`config.mk`:
```
export PLATFORM = sky130hd
export DESIGN_NAME = uart_rx_fifo
export DESIGN_NICKNAME = d
export VERILOG_FILES = /design/src/rtl/uart_pkg.sv /design/src/rtl/uart_sync_fifo.sv /design/src/rtl/uart_rx_fifo.sv
export SDC_FILE = /design/constraint.sdc
export NUM_CORES = 1
export LEC_CHECK = 0
export CAP_MARGIN = 20
export CORE_MARGIN = 2
export CORE_UTILIZATION = 56
export DETAILED_ROUTE_END_ITERATION = 16
export GPL_TIMING_DRIVEN = 0
export PLACE_DENSITY = 0.87
export SKIP_CTS_REPAIR_TIMING = 1
export SLEW_MARGIN = 20
export SYNTH_ARGS = -nofsm -noshare
export SYNTH_HDL_FRONTEND = slang
export SYNTH_HIERARCHICAL = 1
export SYNTH_SLANG_ARGS = --single-unit
```
`constraint.sdc`:
```
create_clock -name clk -period 2.85 [get_ports clk]
set_clock_uncertainty 0.05 [all_clocks]
set_input_delay 0.855 -clock clk [delete_from_list [all_inputs] [get_ports clk]]
set_output_delay 0.855 -clock clk [all_outputs]
set_load 0.01 [all_outputs]
```
`src/rtl/uart_pkg.sv`:
```
// Shared definitions for the UART receive path.
//   PARITY_*            : parity mode encodings for the PARITY_MODE parameter
//   rx_state_t          : deframer FSM states
//   calc_clks_per_bit   : derives the oversampling ratio from clock and baud rate
//   clks_per_bit_legal  : true when the ratio leaves room for a mid-bit sample
package uart_pkg;

  localparam int PARITY_NONE = 0;
  localparam int PARITY_EVEN = 1;
  localparam int PARITY_ODD  = 2;

  typedef enum logic [2:0] {
    IDLE,
    START,
    DATA,
    PARITY,
    STOP
  } rx_state_t;

  function automatic int calc_clks_per_bit(input int clk_hz, input int baud_bps);
    return clk_hz / baud_bps;
  endfunction

  function automatic bit clks_per_bit_legal(input int clks_per_bit);
    return clks_per_bit >= 4;
  endfunction

endpackage

```
`src/rtl/uart_sync_fifo.sv`:
```
// Single-clock FIFO with first-word-fall-through read port.
//   clk, reset : system clock, synchronous active-high reset (empties the FIFO)
//   push/wdata : write request and data; accepted at full only with a same-cycle pop
//   pop        : removes the head entry; ignored when empty
//   rdata      : head entry (combinational from the read pointer)
//   count      : number of stored entries; full / empty status flags
module uart_sync_fifo #(
  parameter int WIDTH = 10,
  parameter int DEPTH = 16
) (
  input  logic                       clk,
  input  logic                       reset,
  input  logic                       push,
  input  logic                       pop,
  input  logic [WIDTH-1:0]           wdata,
  output logic [WIDTH-1:0]           rdata,
  output logic [$clog2(DEPTH+1)-1:0] count,
  output logic                       full,
  output logic                       empty
);

  localparam int AW = $clog2(DEPTH);
  localparam int CW = $clog2(DEPTH+1);

  logic [WIDTH-1:0] mem [DEPTH];
  logic [AW-1:0]    wptr;
  logic [AW-1:0]    rptr;
  logic             do_push;
  logic             do_pop;

  assign empty   = (count == '0);
  assign full    = (count == CW'(DEPTH));
  assign do_pop  = pop && !empty;
  // A pop in the same cycle frees the slot the push lands in.
  assign do_push = push && (!full || do_pop);
  assign rdata   = mem[rptr];

  always_ff @(posedge clk) begin
    if (reset) begin
      wptr  <= '0;
      rptr  <= '0;
      count <= '0;
    end else begin
      if (do_push) wptr <= wptr + 1'b1;
      if (do_pop)  rptr <= rptr + 1'b1;
      case ({do_push, do_pop})
        2'b10:   count <= count + 1'b1;
        2'b01:   count <= count - 1'b1;
        default: count <= count;
      endcase
    end
  end

  always_ff @(posedge clk) begin
    if (do_push) mem[wptr] <= wdata;
  end

endmodule

```
`src/rtl/uart_rx_fifo.sv`:
```
// Oversampling UART receiver with a buffered valid/ready output stream.
//   clk, reset     : system clock, synchronous active-high reset
//   uart_rxd       : asynchronous serial input
//   uart_rts_n     : 0 = peer may send, 1 = stop (FIFO nearly full)
//   rx_data        : head-of-FIFO character
//   rx_frame_err   : head word had a stop bit sampled 0
//   rx_parity_err  : head word failed the parity check
//   rx_valid       : FIFO non-empty
//   rx_ready       : consumer pops the head when rx_valid && rx_ready
//   rx_break       : one-cycle pulse on a break character
//   overrun        : sticky, a character was dropped on a full FIFO
//   clr_overrun    : clears overrun (a simultaneous new overrun wins)
module uart_rx_fifo
  import uart_pkg::*;
#(
  parameter int CLK_FREQ_HZ   = 12_000_000,
  parameter int BAUD_RATE_BPS = 3_000_000,
  parameter int CLKS_PER_BIT  = calc_clks_per_bit(CLK_FREQ_HZ, BAUD_RATE_BPS),
  parameter int DATA_BITS     = 8,
  parameter int PARITY_MODE   = PARITY_NONE,
  parameter int STOP_BITS     = 1,
  parameter int RX_INVERT     = 0,
  parameter int FIFO_DEPTH    = 16,
  parameter int RTS_MARGIN    = 4
) (
  input  logic                 clk,
  input  logic                 reset,
  input  logic                 uart_rxd,
  output logic                 uart_rts_n,
  output logic [DATA_BITS-1:0] rx_data,
  output logic                 rx_frame_err,
  output logic                 rx_parity_err,
  output logic                 rx_valid,
  input  logic                 rx_ready,
  output logic                 rx_break,
  output logic                 overrun,
  input  logic                 clr_overrun
);

  if (!clks_per_bit_legal(CLKS_PER_BIT)) begin : g_bad_cpb
    $error("uart_rx_fifo: CLKS_PER_BIT must be at least 4");
  end
  if (DATA_BITS < 5 || DATA_BITS > 9) begin : g_bad_data_bits
    $error("uart_rx_fifo: DATA_BITS must be 5..9");
  end
  if (STOP_BITS < 1 || STOP_BITS > 2) begin : g_bad_stop_bits
    $error("uart_rx_fifo: STOP_BITS must be 1 or 2");
  end
  if (FIFO_DEPTH < 4 || (FIFO_DEPTH & (FIFO_DEPTH - 1)) != 0) begin : g_bad_depth
    $error("uart_rx_fifo: FIFO_DEPTH must be a power of two >= 4");
  end
  if (RTS_MARGIN >= FIFO_DEPTH) begin : g_bad_margin
    $error("uart_rx_fifo: RTS_MARGIN must be below FIFO_DEPTH");
  end

  localparam int               CNT_W     = $clog2(CLKS_PER_BIT);
  localparam int               FW        = DATA_BITS + 2;
  localparam int               CW        = $clog2(FIFO_DEPTH + 1);
  localparam logic [CNT_W-1:0] HALF_BIT  = CNT_W'(CLKS_PER_BIT / 2);
  localparam logic [CNT_W-1:0] LAST_TICK = CNT_W'(CLKS_PER_BIT - 1);
  localparam logic [3:0]       LAST_DATA = 4'(DATA_BITS - 1);
  localparam logic [3:0]       LAST_STOP = 4'(STOP_BITS - 1);
  localparam logic [CW-1:0]    RTS_LEVEL = CW'(FIFO_DEPTH - RTS_MARGIN);
  localparam logic             INV       = (RX_INVERT != 0);
  localparam logic             ODD_SENSE = (PARITY_MODE == PARITY_ODD);

  logic                 sync1;
  logic                 sync2;
  logic                 rxl;
  rx_state_t            state;
  logic [CNT_W-1:0]     cnt;
  logic [3:0]           bit_idx;
  logic [DATA_BITS-1:0] shreg;
  logic                 par_err;
  logic                 frame_err;
  logic                 stop_one;
  logic                 done;
  logic                 pop;
  logic                 full;
  logic                 empty;
  logic [CW-1:0]        count;
  logic [FW-1:0]        rdata;

  // Synchroniser resets to the idle line level so no false start follows reset.
  always_ff @(posedge clk) begin
    if (reset) begin
      sync1 <= ~INV;
      sync2 <= ~INV;
    end else begin
      sync1 <= uart_rxd;
      sync2 <= sync1;
    end
  end

  assign rxl = sync2 ^ INV;

  always_ff @(posedge clk) begin
    if (reset) begin
      state     <= IDLE;
      cnt       <= '0;
      bit_idx   <= '0;
      shreg     <= '0;
      par_err   <= 1'b0;
      frame_err <= 1'b0;
      stop_one  <= 1'b0;
      done      <= 1'b0;
      rx_break  <= 1'b0;
    end else begin
      done     <= 1'b0;
      rx_break <= 1'b0;
      case (state)
        IDLE: begin
          if (!rxl) begin
            cnt   <= '0;
            state <= START;
          end
        end
        START: begin
          if (cnt == HALF_BIT) begin
            cnt <= '0;
            if (rxl) begin
              state <= IDLE;
            end else begin
              state     <= DATA;
              bit_idx   <= '0;
              par_err   <= 1'b0;
              frame_err <= 1'b0;
              stop_one  <= 1'b0;
            end
          end else begin
            cnt <= cnt + 1'b1;
          end
        end
        DATA: begin
          if (cnt == LAST_TICK) begin
            cnt   <= '0;
            shreg <= {rxl, shreg[DATA_BITS-1:1]};
            if (bit_idx == LAST_DATA) begin
              bit_idx <= '0;
              state   <= (PARITY_MODE != PARITY_NONE) ? PARITY : STOP;
            end else begin
              bit_idx <= bit_idx + 1'b1;
            end
          end else begin
            cnt <= cnt + 1'b1;
          end
        end
        PARITY: begin
          if (cnt == LAST_TICK) begin
            cnt     <= '0;
            par_err <= ((^shreg) ^ rxl) != ODD_SENSE;
            state   <= STOP;
          end else begin
            cnt <= cnt + 1'b1;
          end
        end
        STOP: begin
          if (cnt == LAST_TICK) begin
            cnt <= '0;
            if (!rxl) frame_err <= 1'b1;
            if (rxl)  stop_one  <= 1'b1;
            if (bit_idx == LAST_STOP) begin
              bit_idx  <= '0;
              state    <= IDLE;
              // Word fields settle here; the FIFO write happens on the next edge.
              done     <= 1'b1;
              rx_break <= (shreg == '0) && !stop_one && !rxl;
            end else begin
              bit_idx <= bit_idx + 1'b1;
            end
          end else begin
            cnt <= cnt + 1'b1;
          end
        end
        default: state <= IDLE;
      endcase
    end
  end

  assign pop = rx_valid && rx_ready;

  uart_sync_fifo #(
    .WIDTH (FW),
    .DEPTH (FIFO_DEPTH)
  ) u_fifo (
    .clk   (clk),
    .reset (reset),
    .push  (done),
    .pop   (pop),
    .wdata ({par_err, frame_err, shreg}),
    .rdata (rdata),
    .count (count),
    .full  (full),
    .empty (empty)
  );

  assign rx_valid      = !empty;
  assign rx_data       = rdata[DATA_BITS-1:0];
  assign rx_frame_err  = rdata[DATA_BITS];
  assign rx_parity_err = rdata[DATA_BITS+1];

  always_ff @(posedge clk) begin
    if (reset) begin
      overrun    <= 1'b0;
      uart_rts_n <= 1'b1;
    end else begin
      if (done && full && !pop) overrun <= 1'b1;
      else if (clr_overrun)     overrun <= 1'b0;
      uart_rts_n <= (count >= RTS_LEVEL);
    end
  end

endmodule

```
Word-level counts from Yosys, hierarchy flattened:

Memory sizes are Yosys's and may differ from the RTL's. A register that Yosys moved wholly into a read port is not among the register bits.
Index checks and enable logic that the tools add are counted.

* RAM bits: 160
* logic and storage cells: 120
* memories: 1
* register bits: 39

Memory list
* u_fifo.mem: words 16, width 10, read ports 1, clocked after Yosys merged registers in 1, write ports 1, line uart_sync_fifo.sv:25 `logic [WIDTH-1:0] mem [DEPTH];`

* bitwise operators: 4
* mux-type cells: 38
* reductions and logical operators: 34
* magnitude comparators: 1
* equality and inequality tests: 20
* $add $sub $neg: 6

Operators with widths (number)
* $mux 4: 8
* $mux 3: 7
* $ne 2x2->1 const B: 10
* $pmux 3 s5: 1
* $reduce_and 5->1: 3
* $add 4x1->4 const B: 3
* $mux 1: 12
* $pmux 4 s3: 1
* $pmux 5 s2: 1
* $logic_not 8->1: 1
* $mux 2: 4
* $reduce_bool 2->1: 4
* $reduce_xor 8->1: 1
* $logic_and 1x1->1: 7
* $reduce_and 7->1: 1
* $eq 2x2->1 const B: 3
* $eq 3x2->1 const B: 2
* $pmux 1 s2: 3
* $pmux 2 s3: 1
* $reduce_bool 3->1: 2
* $reduce_or 3->1: 2
* $add 5x1->5 const B: 1
* $eq 5x5->1 const B: 1
* $ge 5x4->1 const B: 1
* other kinds (16): 23

Depth between registers and ports, before layout:

Gate-level depths: netlist of the first run.

* depth after elaboration: 8
* gate-level depth with buffers: 11

Cells and area by module:

The synthesis of the first run kept the hierarchy.

By module, submodules not included
* uart_sync_fifo: area each 7008.0 um^2, instances 1, seq. area each 5144.9 um^2, cells an instance 368
* uart_rx_fifo: area each 1442.6 um^2, instances 1, seq. area each 520.5 um^2, cells an instance 178

Worst setup path before layout of the first run:

No wires, ideal clock.

* kind: input to register
* start point: input port rx_ready
* end point: memory u_fifo.mem[0][0] (enable)
* library setup time: 403 ps
* data required time: 2397 ps
* slack: -146 ps
* buffers on the path: 0
* stages: 4
* data arrival time: 2543 ps
* cell sequence: nor2b_1 > nand2b_1 > o21ai_4 > nor4_1

* word-level cells in the longest chain between the ends: 6

Ends and longest elaborated chain
* from (decl): line uart_rx_fifo.sv:34 `input logic rx_ready,`
* $logic_and 1x1->1: line uart_rx_fifo.sv:180 `assign pop = rx_valid && rx_ready;`
* $logic_and 1x1->1: line uart_sync_fifo.sv:33 `assign do_pop = pop && !empty;`
* $logic_or 1x1->1: line uart_sync_fifo.sv:35 `assign do_push = push && (!full || do_pop);`
* $logic_and 1x1->1: line uart_sync_fifo.sv:35
* $mux 1: line uart_sync_fifo.sv:55 `if (do_push) mem[wptr] <= wdata;`
* $mux 1 (not written as such): line uart_sync_fifo.sv:55
* to (decl): line uart_sync_fifo.sv:25

Every way passes these cells.

==> impl_metrics.csv, run 1 <==
group,metric,value,unit
sta,worst_slew_pin_slew,0.8711,ns
sta,rsz0062_at_grt,"yes",
sta,timing.final.ws_setup,-0.2517,ns
setup_path,start_kind,"register",
grt,gr-total-overflow,0,
grt,gr-usage-all-layers,0.2249,
logic_synthesis,synth_common_cells,"edfxtp_1 (160), dfxtp_1 (43), mux4_2 (40)",
logic_synthesis,syn_inst,546,
sta,setup_viol,36,
logic_synthesis,ys_warn_count,6,
cts,clock-sinks,203,
setup_path,endpoint_kind,"output pin",
placement,io_buffers,18,
logic_synthesis,syn_nets,570,
power,p_comb_frac,0.034,
logic_synthesis,synth_top_area_frac,0.5686,
logic_synthesis,synth_seq_cells,203,
finish,syn_to_final_growth,18.80,%
floorplanning,rows,44,
sta,final_max_slew_viol_count,0,
setup_path,worstPathRequired,1.95,ns
floorplanning,start_util,0.5771,
worst_hold_path,min_to,"rxl",
sta,fmax,0.3224,GHz
sta,period_minus_slack,3.102,ns
floorplanning,coreArea,0.01464,mm2
finish,drive_gt1_frac,0.2670,
drt,drt-vias-per-instance,6.387,
cts,cts-htree-levels,1,
power,peakVddDrop,456.4,uV
floorplanning,die_h,126.8,um
worst_hold_path,hp-class,"reg -> reg",
placement,place_congestion,0.8774,
cts,cts_root_buf,"clkbuf_16",
finish,final_core_util,0.6856,
logic_synthesis,synthMostInstantiatedCell,"edfxtp_1",
drt,ant_nets,0,
power,p_switching,1.200,mW
setup_path,r2r_slack,-0.05,ns
finish,nNetsFinal,643,
setup_path,crit_fanout,9,
logic_synthesis,syn_avg_cell_area,15.48,um2
outcome,violations,"negative setup slack",
flow_run,max_cap_viol_count,0,
power,switching_share,0.2045,
grt,grt_pass1_vias,4988,
drt,routedWlPerCell,24.23,um
grt,grt_pass1_wl,27640,um
drt,vias,5218,
logic_synthesis,post-synth-top-area-cell,"edfxtp_1",
logic_synthesis,synthArstFlopShare,0,
power,leakage,3.421,nW
floorplanning,fp.dieW,126.8,um
finish,n_fill_cell,913,
logic_synthesis,synth_edf_count,160,
power,power.density,584.3,mW/mm2
drt,routed_wl,19800,um
sta,slew_headroom,0.4145,
logic_synthesis,synth_flop_cell,"edfxtp_1",
power,power,5.866,mW
cts,clkSlewWorstSetupHoldPaths,0.06,ns
power,p_seq_frac,0.542,
grt,grt_max_degree,20,
outcome,status,"complete, but fails checks",
logic_synthesis,ys_types,53,
cts,numCtsBuffers,20,
sta,fin_crit_sh,1.088,
placement,place_area,0.008917,mm2
cts,cts_buffer_depth,3,
setup_path,critPathKind,"reg -> out",
setup_path,reg2reg_to,"u_fifo/count[4]",
logic_synthesis,ys_seq_area_frac,0.6704,
worst_hold_path,min_path_cells,1,
floorplanning,ios,19,
floorplanning,dieArea,0.01609,mm2
finish,antenna_cells,0,
power,internal_power,4.666,mW
drt,drt_iter0_drc,513,
setup_path,worst-r2r-cell-count,11,
cts,clk_latency,0.48,ns
drt,firstDrtPassIters,7,
power,p_clk_frac,0.424,
setup_path,r2r_start,"u_fifo/count[3]",
logic_synthesis,netlist_area,0.008451,mm2
drt,drc,0,
logic_synthesis,synth_area_leaders,"edfxtp_1 (57%), mux4_2 (11%), dfxtp_1 (10%)",
placement,dp_hpwl,11080,um
setup_path,crit_arrival,2.20,ns
grt,grt_antenna_before_repair,0,
sta,finalHoldViolCount,0,
worst_hold_path,hold_path_startpoint,"sync1",
finish,final_area,0.01004,mm2
cts,cts_tree,"built",
==> power groups by stage <==
stage | combinational (mW) | clock, mW | sequential [mW]
final | 0.198 | 2.49 | 3.18
after global routing | 0.219 | 2.60 | 3.18
after CTS | 0.194 | 2.49 | 3.18
after detailed placement | 0.192 | 0 | 3.25
after global placement | 0.181 | 0 | 3.24
after floorplan | 0.150 | 0 | 3.24
==> worst max-delay path, stage by stage, from the launching register on <==
cell,delay [ns]
dfxtp_4,0.43
buf_12,0.15
buf_4,0.12
mux4_2,0.51
a22oi_2,0.27
nand2_1,0.10
clkbuf_2,0.13
==> state kept, by name (all words and copies together), names as in the netlist, named ones only <==
name	flops
u_fifo/wptr	4
shreg	8
frame_err	1
rxl	1
u_fifo/count	5
par_err	1
rx_break	1
uart_rts_n	1
cnt	2
bit_idx	4
u_fifo/rptr	4
u_fifo/mem	160
stop_one	1
sync1	1
done	1
state	3
overrun	1
==> how the worst max path moves through the flow <==
stage	from	to	cells after the start
global route	register	rx_data[4]	6
global placement	rx_ready	u_fifo/mem[0][1]	5
finish	register	rx_data[4]	6
CTS	register	rx_data[4]	6
floorplan	rx_ready	u_fifo/mem[0][0]	4
detailed placement	rx_ready	u_fifo/count[4]	9
==> cells by family (layout without fill, tap and decap cells) <==
group | Yosys count | count (layout) | synth area share
adder cells (fa/ha/maj) | 19 | 19 | 0.02902
flip-flops | 203 | 203 | 0.6704
buffers and inverters | 52 | 138 | 0.02384
AO/OA/AOI/OAI | 78 | 79 | 0.06293
multiplexers | 48 | 48 | 0.1173
AND/OR/NAND/NOR | 135 | 135 | 0.08351
XOR/XNOR | 11 | 11 | 0.01303
==> per-stage QoR <==
| stage | worst slack [ns] | std cells | TNS [ns] | hold WS [ns] |
|---|---|---|---|---|
| final | -0.2517 | 817 | -2.382 | 0.3605 |
| after global placement | -1.260 | 748 | -112.97 | 0.3418 |
| after global routing | -0.3138 | 817 | -7.766 | 0.3697 |
| after detailed placement | -0.8822 | 752 | -105.85 | 0.3465 |
| after CTS | -0.9725 | 788 | -45.38 | 0.3599 |
| after floorplan | -0.1462 | 546 | -5.848 | 0.3395 |
==> layout by cell type, fill, tap and decap left out, types with 4 or more instances in the layout <==
cell type / count
clkbuf_2: 8
clkinv_1: 4
o21ai_0: 6
xor2_1: 6
a22oi_2: 11
nor2_4: 4
clkbuf_16: 20
edfxtp_1: 160
nor2_1: 26
nand2_1: 35
clkdlybuf4s50_1: 7
buf_12: 5
nand2b_1: 9
mux2i_1: 6
nor2b_1: 5
a21oi_1: 20
clkbuf_1: 22
dfxtp_1: 40
nor3_1: 6
nor3b_1: 4
buf_4: 31
inv_1: 23
and3_2: 4
o211ai_1: 6
and2_2: 4
xnor2_1: 4
mux4_2: 40
clkbuf_4: 4
or3_1: 6
a211oi_1: 4
a22oi_1: 9
ha_1: 16
dlymetal6s2s_1: 4
==> layout make-up <==
class / count / area (um2) / share of cell area
Sequential cell: 203 / 5672 / 0.5649
Multi-Input combinational cell: 292 / 2823 / 0.2812
Clock buffer: 27 / 536.8 / 0.05346
Timing Repair Buffer: 52 / 424.2 / 0.04225
Tap cell: 184 / 230.2 / 0.02293
Buffer: 27 / 191.4 / 0.01907
Inverter: 23 / 86.33 / 0.008599
Clock inverter: 9 / 76.32 / 0.007602
==> per-layer routing <==
layer	wire length (um)	global-route usage	vias up
met5	0	0	-
met1	7611	0.3015	2625
li1	-	-	2257
met3	1395	0.03290	45
met4	620	0.06270	0
met2	10170	0.3884	291
Power figures use the tool's default switching activity.
==> run 2, diff against run 1 <==
- SLEW_MARGIN: 20 -> default
==> impl_metrics.csv, run 2 (synthesis results as in run 1) <==
group,metric,value,unit
outcome,status,"complete, but fails checks",
outcome,violations,"negative setup slack",
finish,syn_to_final_growth,19.84,%
grt,grt_pass1_wl,28400,um
sta,tns,-2.220,ns
cts,clk_latency,0.49,ns
setup_path,endpoint_kind,"output pin",
finish,final_core_util,0.6916,
drt,firstDrtPassIters,4,
power,power,6.057,mW
finish,final_common_cell,"edfxtp_1",
power,power.density,598.1,mW/mm2
cts,clock-sinks,203,
power,switching_share,0.2045,
finish,largest_reg_flops,160,
power,peakVddDrop,353.6,uV
placement,place_congestion,0.8774,
grt,gr-usage-all-layers,0.2318,
cts,cts_tree,"built",
grt,grt_pass1_vias,5050,
finish,drive_gt1_frac,0.2871,
floorplanning,fp.dieW,126.8,um
sta,fin_crit_sh,1.109,
finish,layout_common_cells,"edfxtp_1 (160), dfxtp_1 (40), mux4_2 (40), buf_4 (37), nand2_1 (35)",
power,internal_power,4.819,mW
sta,rsz0062_at_grt,"yes",
grt,gr-total-overflow,0,
setup_path,worstPathRequired,1.95,ns
worst_hold_path,hold_path_startpoint,"sync1",
drt,drt-vias-per-instance,6.355,
cts,numCtsBuffers,21,
drt,routedWlPerCell,24.36,um
worst_hold_path,hp-class,"reg -> reg",
finish,antenna_cells,0,
sta,finalHoldViolCount,0,
grt,grt_antenna_before_repair,0,
sta,timing.final.ws_setup,-0.3120,ns
finish,largest-register,"u_fifo/mem",
flow_run,max_cap_viol_count,0,
setup_path,crit_fanout,7,
sta,worst_slew_pin_slew,0.9913,ns
floorplanning,rows,44,
setup_path,critPathKind,"reg -> out",
floorplanning,ios,19,
sta,final_max_slew_viol_count,0,
sta,setup_viol,17,
cts,cts_buffer_depth,3,
cts,cts_root_buf,"clkbuf_16",
cts,clkSlewWorstSetupHoldPaths,0.06,ns
sta,period_minus_slack,3.162,ns
finish,top_regs,"u_fifo/mem x160, shreg x8, u_fifo/count x5",
drt,ant_nets,0,
power,p_switching,1.239,mW
finish,final_area,0.01013,mm2
placement,io_buffers,18,
floorplanning,die_h,126.8,um
power,leakage,3.457,nW
drt,vias,5243,
finish,nNetsFinal,650,
grt,grt_max_degree,20,
sta,whs,0.3614,ns
placement,dp_hpwl,11140,um
floorplanning,start_util,0.5771,
power,p_clk_frac,0.442,
sta,fmax,0.3163,GHz
setup_path,crit_arrival,2.26,ns
setup_path,r2r_start,"u_fifo/count[3]",
drt,routed_wl,20100,um
finish,n_fill_cell,910,
drt,drc,0,
power,p_seq_frac,0.525,
placement,place_area,0.008920,mm2
floorplanning,dieArea,0.01609,mm2
floorplanning,coreArea,0.01464,mm2
setup_path,start_kind,"register",
sta,slew_headroom,0.3336,
drt,drt_iter0_drc,531,
power,p_comb_frac,0.033,
cts,cts-htree-levels,1,
run 2: worst max-delay path, cell delays in order (launching register included):
cell and delay (ns):
dfxtp_4 0.44, buf_12 0.14, buf_12 0.13, mux4_2 0.55
a22oi_2 0.23, nand2_1 0.12, buf_2 0.16
run 2: power by group through the flow:
stage	sequential, mW	combinational, mW	clock, mW
6_report	3.18	0.198	2.68
5_1_grt	3.18	0.219	2.83
4_1_cts	3.18	0.193	2.70
3_5_place_dp	3.25	0.191	0
3_3_place_gp	3.24	0.181	0
2_1_floorplan	3.24	0.150	0
run 2: through the flow:
stage	setup WS, ns	std cells
finish	-0.3120	825
global route	-0.3391	825
CTS	-0.9622	790
detailed placement	-0.8881	752
global placement	-1.260	748
floorplan	-0.1462	546
run 2: worst paths after layout:
kind / to / slack [ns] / cells after the start
max: rx_data[3] / -0.31 / 6
max reg2reg: u_fifo/count[4] / -0.05 / 11
min: rxl / 0.36 / 1
min reg2reg: rxl / 0.36 / 1
run 2: layout make-up:
class | count | area [um2] | share of cell area
plain buffers | 27 | 195.2 | 0.01927
clock buffers | 27 | 558.0 | 0.05510
clock inverters | 11 | 111.4 | 0.01100
inverters | 23 | 86.33 | 0.008525
multi-input cells | 292 | 2810 | 0.2775
flip-flops and latches | 203 | 5674 | 0.5603
well taps | 184 | 230.2 | 0.02273
repair buffers | 58 | 461.7 | 0.04559
run 2: per-layer routing:
metal | vias up | part of all wire | track usage
li1 | 2262 | - | -
met1 | 2628 | 0.38 | 0.3112
met5 | - | 0 | 0
met2 | 307 | 0.50 | 0.3839
met3 | 46 | 0.087 | 0.04682
met4 | 0 | 0.028 | 0.07822
==> run 3, diff against run 2 <==
- GPL_ROUTABILITY_DRIVEN: default -> 1
==> results of run 3 <==
Same layout as run 2: the final DEF is identical, and so are final timing and power.
